<file path="src/rtl/pong_pkg.sv">
// Shared constants and types for the Pong display path.
// Snapshot struct carries one coherent frame of game state.
package pong_pkg;
   localparam int NUM_LINHAS      = 8;
   localparam int NUM_COLUNAS     = 8;
   localparam int LINHA_RAQ_CIMA  = 0;
   localparam int LINHA_RAQ_BAIXO = 7;
   localparam logic [7:0] COL_OFF = 8'hFF;
   localparam logic [7:0] LIN_OFF = 8'h00;

   typedef struct packed {
      logic [2:0] linha_bola;
      logic [2:0] coluna_bola;
      logic [2:0] pos_cima;
      logic [2:0] pos_baixo;
      logic       ganhou;
      logic       perdeu;
      logic       pausado;
   } estado_jogo_t;

   function automatic logic [7:0] um_quente(input logic [2:0] i);
      return 8'b1 << i;
   endfunction

   // Paddle bits pos..pos+larg-1, clipped at column 7 (no wrap).
   function automatic logic [7:0] mascara_raq(input logic [2:0] pos, input int larg);
      logic [7:0] m;
      m = '0;
      for (int j = 0; j < NUM_COLUNAS; j++)
         m[j] = (j >= int'(pos)) && (j < int'(pos) + larg);
      return m;
   endfunction
endpackage

</file>
<file path="src/rtl/varredura_matriz_padrao_linha.sv">
// Combinational pixel pattern for one scanned row.
// Priority: win blink, then lose X blink, then paddles | ball.
module padrao_linha
   import pong_pkg::*;
#(
   parameter int LARG_RAQ = 2
) (
   input  logic [2:0]   linha,
   input  estado_jogo_t snap,
   input  logic         fase,
   output logic [7:0]   pix
);
   always_comb begin
      pix = '0;
      if (snap.ganhou) begin
         pix = fase ? 8'hFF : 8'h00;
      end else if (snap.perdeu) begin
         pix = fase ? (um_quente(linha) | um_quente(3'd7 - linha)) : 8'h00;
      end else begin
         if (linha == 3'(LINHA_RAQ_CIMA))
            pix = pix | mascara_raq(snap.pos_cima, LARG_RAQ);
         if (linha == 3'(LINHA_RAQ_BAIXO))
            pix = pix | mascara_raq(snap.pos_baixo, LARG_RAQ);
         // While paused the ball only shows in the lit half of the blink.
         if (linha == snap.linha_bola && !(snap.pausado && !fase))
            pix = pix | um_quente(snap.coluna_bola);
      end
   end
endmodule

</file>
<file path="src/rtl/varredura_matriz.sv">
// Row-multiplexed 8x8 LED scanner for the Pong game state.
// Latches a snapshot per frame, blanks each row's lead-in, drives blink phase.
module varredura_matriz
   import pong_pkg::*;
#(
   parameter int TICKS_POR_LINHA = 1000,
   parameter int BLANK_TICKS     = 8,
   parameter int BLINK_QUADROS   = 32,
   parameter int LARG_RAQ        = 2
) (
   input  logic       clk,
   input  logic       reset,
   input  logic [2:0] linha_bola,
   input  logic [2:0] coluna_bola,
   input  logic [2:0] posicao_raquete_cima,
   input  logic [2:0] posicao_raquete_baixo,
   input  logic       ganhou,
   input  logic       perdeu,
   input  logic       pausado,
   output logic [7:0] linhas,
   output logic [7:0] colunas,
   output logic       fim_quadro
);
   localparam int PW = $clog2(TICKS_POR_LINHA);
   localparam int FW = (BLINK_QUADROS > 1) ? $clog2(BLINK_QUADROS) : 1;

   logic [PW-1:0] p;
   logic [2:0]    r;
   logic [FW-1:0] f;
   logic          fase;
   estado_jogo_t  snap, entrada;
   logic [7:0]    pix;
   logic          fim_linha, fim_frame, inicio_frame;

   assign entrada = '{linha_bola: linha_bola, coluna_bola: coluna_bola,
                      pos_cima: posicao_raquete_cima, pos_baixo: posicao_raquete_baixo,
                      ganhou: ganhou, perdeu: perdeu, pausado: pausado};

   assign fim_linha    = (p == PW'(TICKS_POR_LINHA - 1));
   assign fim_frame    = fim_linha && (r == 3'd7);
   assign inicio_frame = (r == 3'd0) && (p == '0);

   padrao_linha #(.LARG_RAQ(LARG_RAQ)) u_padrao (
      .linha (r),
      .snap  (snap),
      .fase  (fase),
      .pix   (pix)
   );

   always_ff @(posedge clk or negedge reset) begin
      if (!reset) begin
         p          <= '0;
         r          <= '0;
         f          <= '0;
         fase       <= 1'b1;
         snap       <= '0;
         linhas     <= LIN_OFF;
         colunas    <= COL_OFF;
         fim_quadro <= 1'b0;
      end else begin
         p          <= fim_linha ? '0 : p + PW'(1);
         fim_quadro <= fim_frame;
         if (fim_linha)
            r <= r + 3'd1;
         if (fim_frame) begin
            if (f == FW'(BLINK_QUADROS - 1)) begin
               f    <= '0;
               fase <= ~fase;
            end else begin
               f <= f + FW'(1);
            end
         end
         if (inicio_frame)
            snap <= entrada;
         // Outputs lag the (r, p) state by one cycle.
         if (p < PW'(BLANK_TICKS)) begin
            linhas  <= LIN_OFF;
            colunas <= COL_OFF;
         end else begin
            linhas  <= um_quente(r);
            colunas <= ~pix;
         end
      end
   end
endmodule

</file>
<file path="config.mk">
export PLATFORM = sky130hd
export DESIGN_NAME = varredura_matriz
export DESIGN_NICKNAME = d
export VERILOG_FILES = /design/src/rtl/pong_pkg.sv /design/src/rtl/varredura_matriz_padrao_linha.sv /design/src/rtl/varredura_matriz.sv
export SDC_FILE = /design/constraint.sdc
export NUM_CORES = 1
export LEC_CHECK = 0
export ABC_AREA = 1
export ABC_CLOCK_PERIOD_IN_PS = 2460
export BUFFER_PORTS_ARGS = -buffer_cell sky130_fd_sc_hd__buf_4
export CAP_MARGIN = 20
export CORE_ASPECT_RATIO = 0.6
export CORE_MARGIN = 2
export CORE_UTILIZATION = 40
export CTS_BUF_LIST = sky130_fd_sc_hd__clkbuf_8
export DETAILED_ROUTE_END_ITERATION = 10
export RECOVER_POWER = 25
export SYNTH_ARGS = -nofsm -noshare
export SYNTH_HDL_FRONTEND = slang
export SYNTH_SLANG_ARGS = --single-unit
</file>
<file path="constraint.sdc">
create_clock -name clk -period 2.46 [get_ports clk]
set_input_delay 0.369 -clock clk [delete_from_list [all_inputs] [get_ports clk]]
set_output_delay 0.369 -clock clk [all_outputs]
set_load 0.005 [all_outputs]
</file>
==> impl_metrics.sql <==
INSERT INTO impl_metrics (metric_group, metric, value, unit) VALUES
('status', 'status', 'completed', ''),
('pwr', 'irDropWorstVdd', '0.000228', 'V'),
('clocking', 'cts_tree', 'yes', ''),
('clocking', 'cts.htree.levels', '2', ''),
('global_route', 'grt.overflow.total', '0', ''),
('finish', 'area_of_the_multi_input_gates', '1490', 'um2'),
('worst_setup_path', 'startpoint', 'r[1]', ''),
('route', 'post_drt_wl_per_cell', '13.4', 'um'),
('clocking', 'clock_tree.buffer_depth', '2', ''),
('timing', 'final_max_slew_viol_count', '0', ''),
('timing', 'layout_worst_path_cycle_share', '83.1', '%'),
('flow_run', 'drv_cap', '0', ''),
('synthesis', 'ys_seq_area_share', '43.4', '%'),
('clocking', 'path_clk_slew', '100', 'ps'),
('route', 'route.vias.total', '2427', ''),
('worst_setup_path', 'timing.rr.end', 'snap[10]', ''),
('route', 'via_density', '4.87', ''),
('worst_hold_path', 'worstHoldPathType', 'input port to register', ''),
('clocking', 'cts_hold_repair.buffers', '0', ''),
('finish', 'layout.nets', '445', ''),
('worst_setup_path', 'timing.reg2reg.setup_slack', '420', 'ps'),
('clocking', 'postCtsResizedCells', '0', ''),
('timing', 'summed_negative_setup_slack_over_all_endpoints', '0', 'ps'),
('synthesis', 'number_of_enable_type_register_cells_in_the_synthesized_netlist', '0', ''),
('die', 'core.rowCount', '24', ''),
('timing', 'worst_margin_pin_slew', '1250', 'ps'),
('finish', 'drive_above_1_share', '20.1', '%'),
('synthesis', 'synth_fp_nets', '407', ''),
('timing', 'setup_repair_after_global_routing_missed_its_margin', 'false', ''),
('global_route', 'grt_pass1_wl', '10900', 'um'),
('timing', 'clock-skew-final', '10.2', 'ps'),
('die', 'die_height', '70.7', 'um'),
('pwr', 'power-per-cell-area', '505', 'nW/um2'),
('synthesis', 'post-synth-top-count-cell', 'nand2_1', ''),
('die', 'core_outline_area', '7210', 'um2'),
('clocking', 'cts_made_buffers', '5', ''),
('synthesis', 'synth.distinct_cells', '29', ''),
('finish', 'finalCoreUtilization', '47.7', '%'),
('synthesis', 'syn_area', '2970', 'um2'),
('timing', 'final-setup-viol-count', '0', ''),
('place', 'gp_congestion', '0.936', ''),
('finish', 'sequential_cell_area', '1290', 'um2'),
('route', 'first_iter_violations', '167', ''),
('global_route', 'grt_max_degree', '52', ''),
('global_route', 'grt_pass1_vias', '2185', ''),
('synthesis', 'synth-seq-cells', '51', ''),
('route', 'ant_nets', '0', ''),
('die', 'io_pins', '34', ''),
('clocking', 'post_cts.repair.setup_buffers', '0', ''),
('global_route', 'grt_antenna_before_repair', '0', ''),
('worst_setup_path', 'worst_setup_path_start_kind', 'register', ''),
('clocking', 'clkSinkCount', '51', ''),
('synthesis', 'synth_largest_area_cell', 'dfrtp_1', ''),
('finish', 'antenna_diode_count', '0', ''),
('synthesis', 'async_reset_ff_share', '100', '%'),
('route', 'drc', '0', ''),
('finish', 'area.growth.synth_to_final', '16.0', '%'),
('worst_setup_path', 'criticalPathCategory', 'register to register', ''),
('timing', 'period_minus_slack', '2040', 'ps'),
('timing', 'final_hold_viol_count', '0', ''),
('pwr', 'reported_leakage_power', '1.79', 'nW'),
('synthesis', 'synth_ff_type', 'dfrtp_1', ''),
('clocking', 'clk_latency', '330', 'ps'),
('place', 'buffer_ports.inserted', '33', ''),
('timing', 'slew_headroom', '16.6', '%'),
('die', 'design.die.area', '8140', 'um2'),
('synthesis', 'netlist_top_cells_count', 'nand2_1 (98), nor2_1 (50), dfrtp_1 (42)', ''),
('worst_setup_path', 'required', '2660', 'ps'),
('route', 'wirelength', '6650', 'um'),
('die', 'die_w', '115', 'um'),
('global_route', 'overall_fraction_of_global_route_tracks_in_use', '17.5', '%');
[kinds of logic after synthesis]
group | synth area share (%)
and+or+nand+nor | 30.3
DFF | 43.4
AOI/OAI and AO/OA | 9.83
buffers and inverters | 6.29
adders and majority gates | 9.28
xor gates and xnor gates | 0.886
[metal layers]
layer / GRT usage (%) / share of wire [%] / vias up / wire length (um)
met2: 22.5 / 37 / 72 / 2450
met4: 4.82 / 1.1 / 0 / 72
met3: 5.14 / 7.2 / 9 / 478
li1: - / - / 1253 / -
met5: 0 / 0 / - / 0
met1: 27.8 / 55 / 1093 / 3650
[where the power goes]
group | leakage (nW) | switching (mW) | internal [mW] | total (mW)
sequential | 0.627 | 0.0175 | 0.866 | 0.883
combinational | 1.09 | 0.0964 | 0.0631 | 0.159
clock | 0.0695 | 0.292 | 0.402 | 0.694
total | 1.79 | 0.406 | 1.33 | 1.74
[worst min path at each step]
stage	slack, ps	endpoint	start	cells after the start
after floorplan	70	f[0]	reset	0
after global placement	440	f[4]	reset	1
after detailed placement	450	f[4]	reset	1
after CTS	100	snap[6]	reset	1
after global routing	280	snap[6]	posicao_raquete_cima[0]	3
final	270	snap[6]	posicao_raquete_cima[0]	3
[state kept, by name, summed over array words and instances (netlist names)]
name	count
p	10
f	5
linhas	8
snap	15
r	3
fase	1
colunas	8
fim_quadro	1
[critical path: stages (launching register included)]
cell and delay [ps]:
dfrtp_1 410, inv_1 150, ha_1 230, inv_2 60, nor2_4 170, inv_2 70, nor3b_4 280, nand2_4 280
nor2_1 210, a21oi_2 40
[metrics by stage]
step | setup slack, ps | cell area, um2 | std cells | total power [mW]
5_1_grt | 229 | 3440 | 498 | 1.82
6_report | 415 | 3440 | 498 | 1.74
4_1_cts | 401 | 3440 | 498 | 1.76
3_3_place_gp | 469 | 3310 | 490 | 1.06
2_1_floorplan | 728 | 2970 | 368 | 0.980
3_5_place_dp | 429 | 3310 | 490 | 1.06
[placed cells by master (no fill, tap or decap), types with 2 or more instances in the layout]
cell,synthesis,routed
nand2_1,98,98
nor2_1,50,50
dfrtp_1,42,42
inv_1,35,36
buf_4,0,34
ha_1,22,22
nand3_1,18,18
o21ai_0,16,16
a21oi_1,14,14
a21oi_2,12,12
nand4_1,11,11
nor3_1,9,9
dfstp_2,9,9
nor2_2,7,7
inv_2,5,5
clkbuf_8,0,5
xor2_1,3,3
a21boi_0,2,2
bufinv_16,0,2
[final cells by class]
cell class / count / area share [%]
Multi-Input combinational cell: 272 / 43.4
Inverter: 41 / 4.47
Clock buffer: 5 / 2.00
Clock inverter: 3 / 1.86
Sequential cell: 51 / 37.4
Tap cell: 91 / 3.31
Timing Repair Buffer: 35 / 7.57
(Power assumes the default switching activity.)
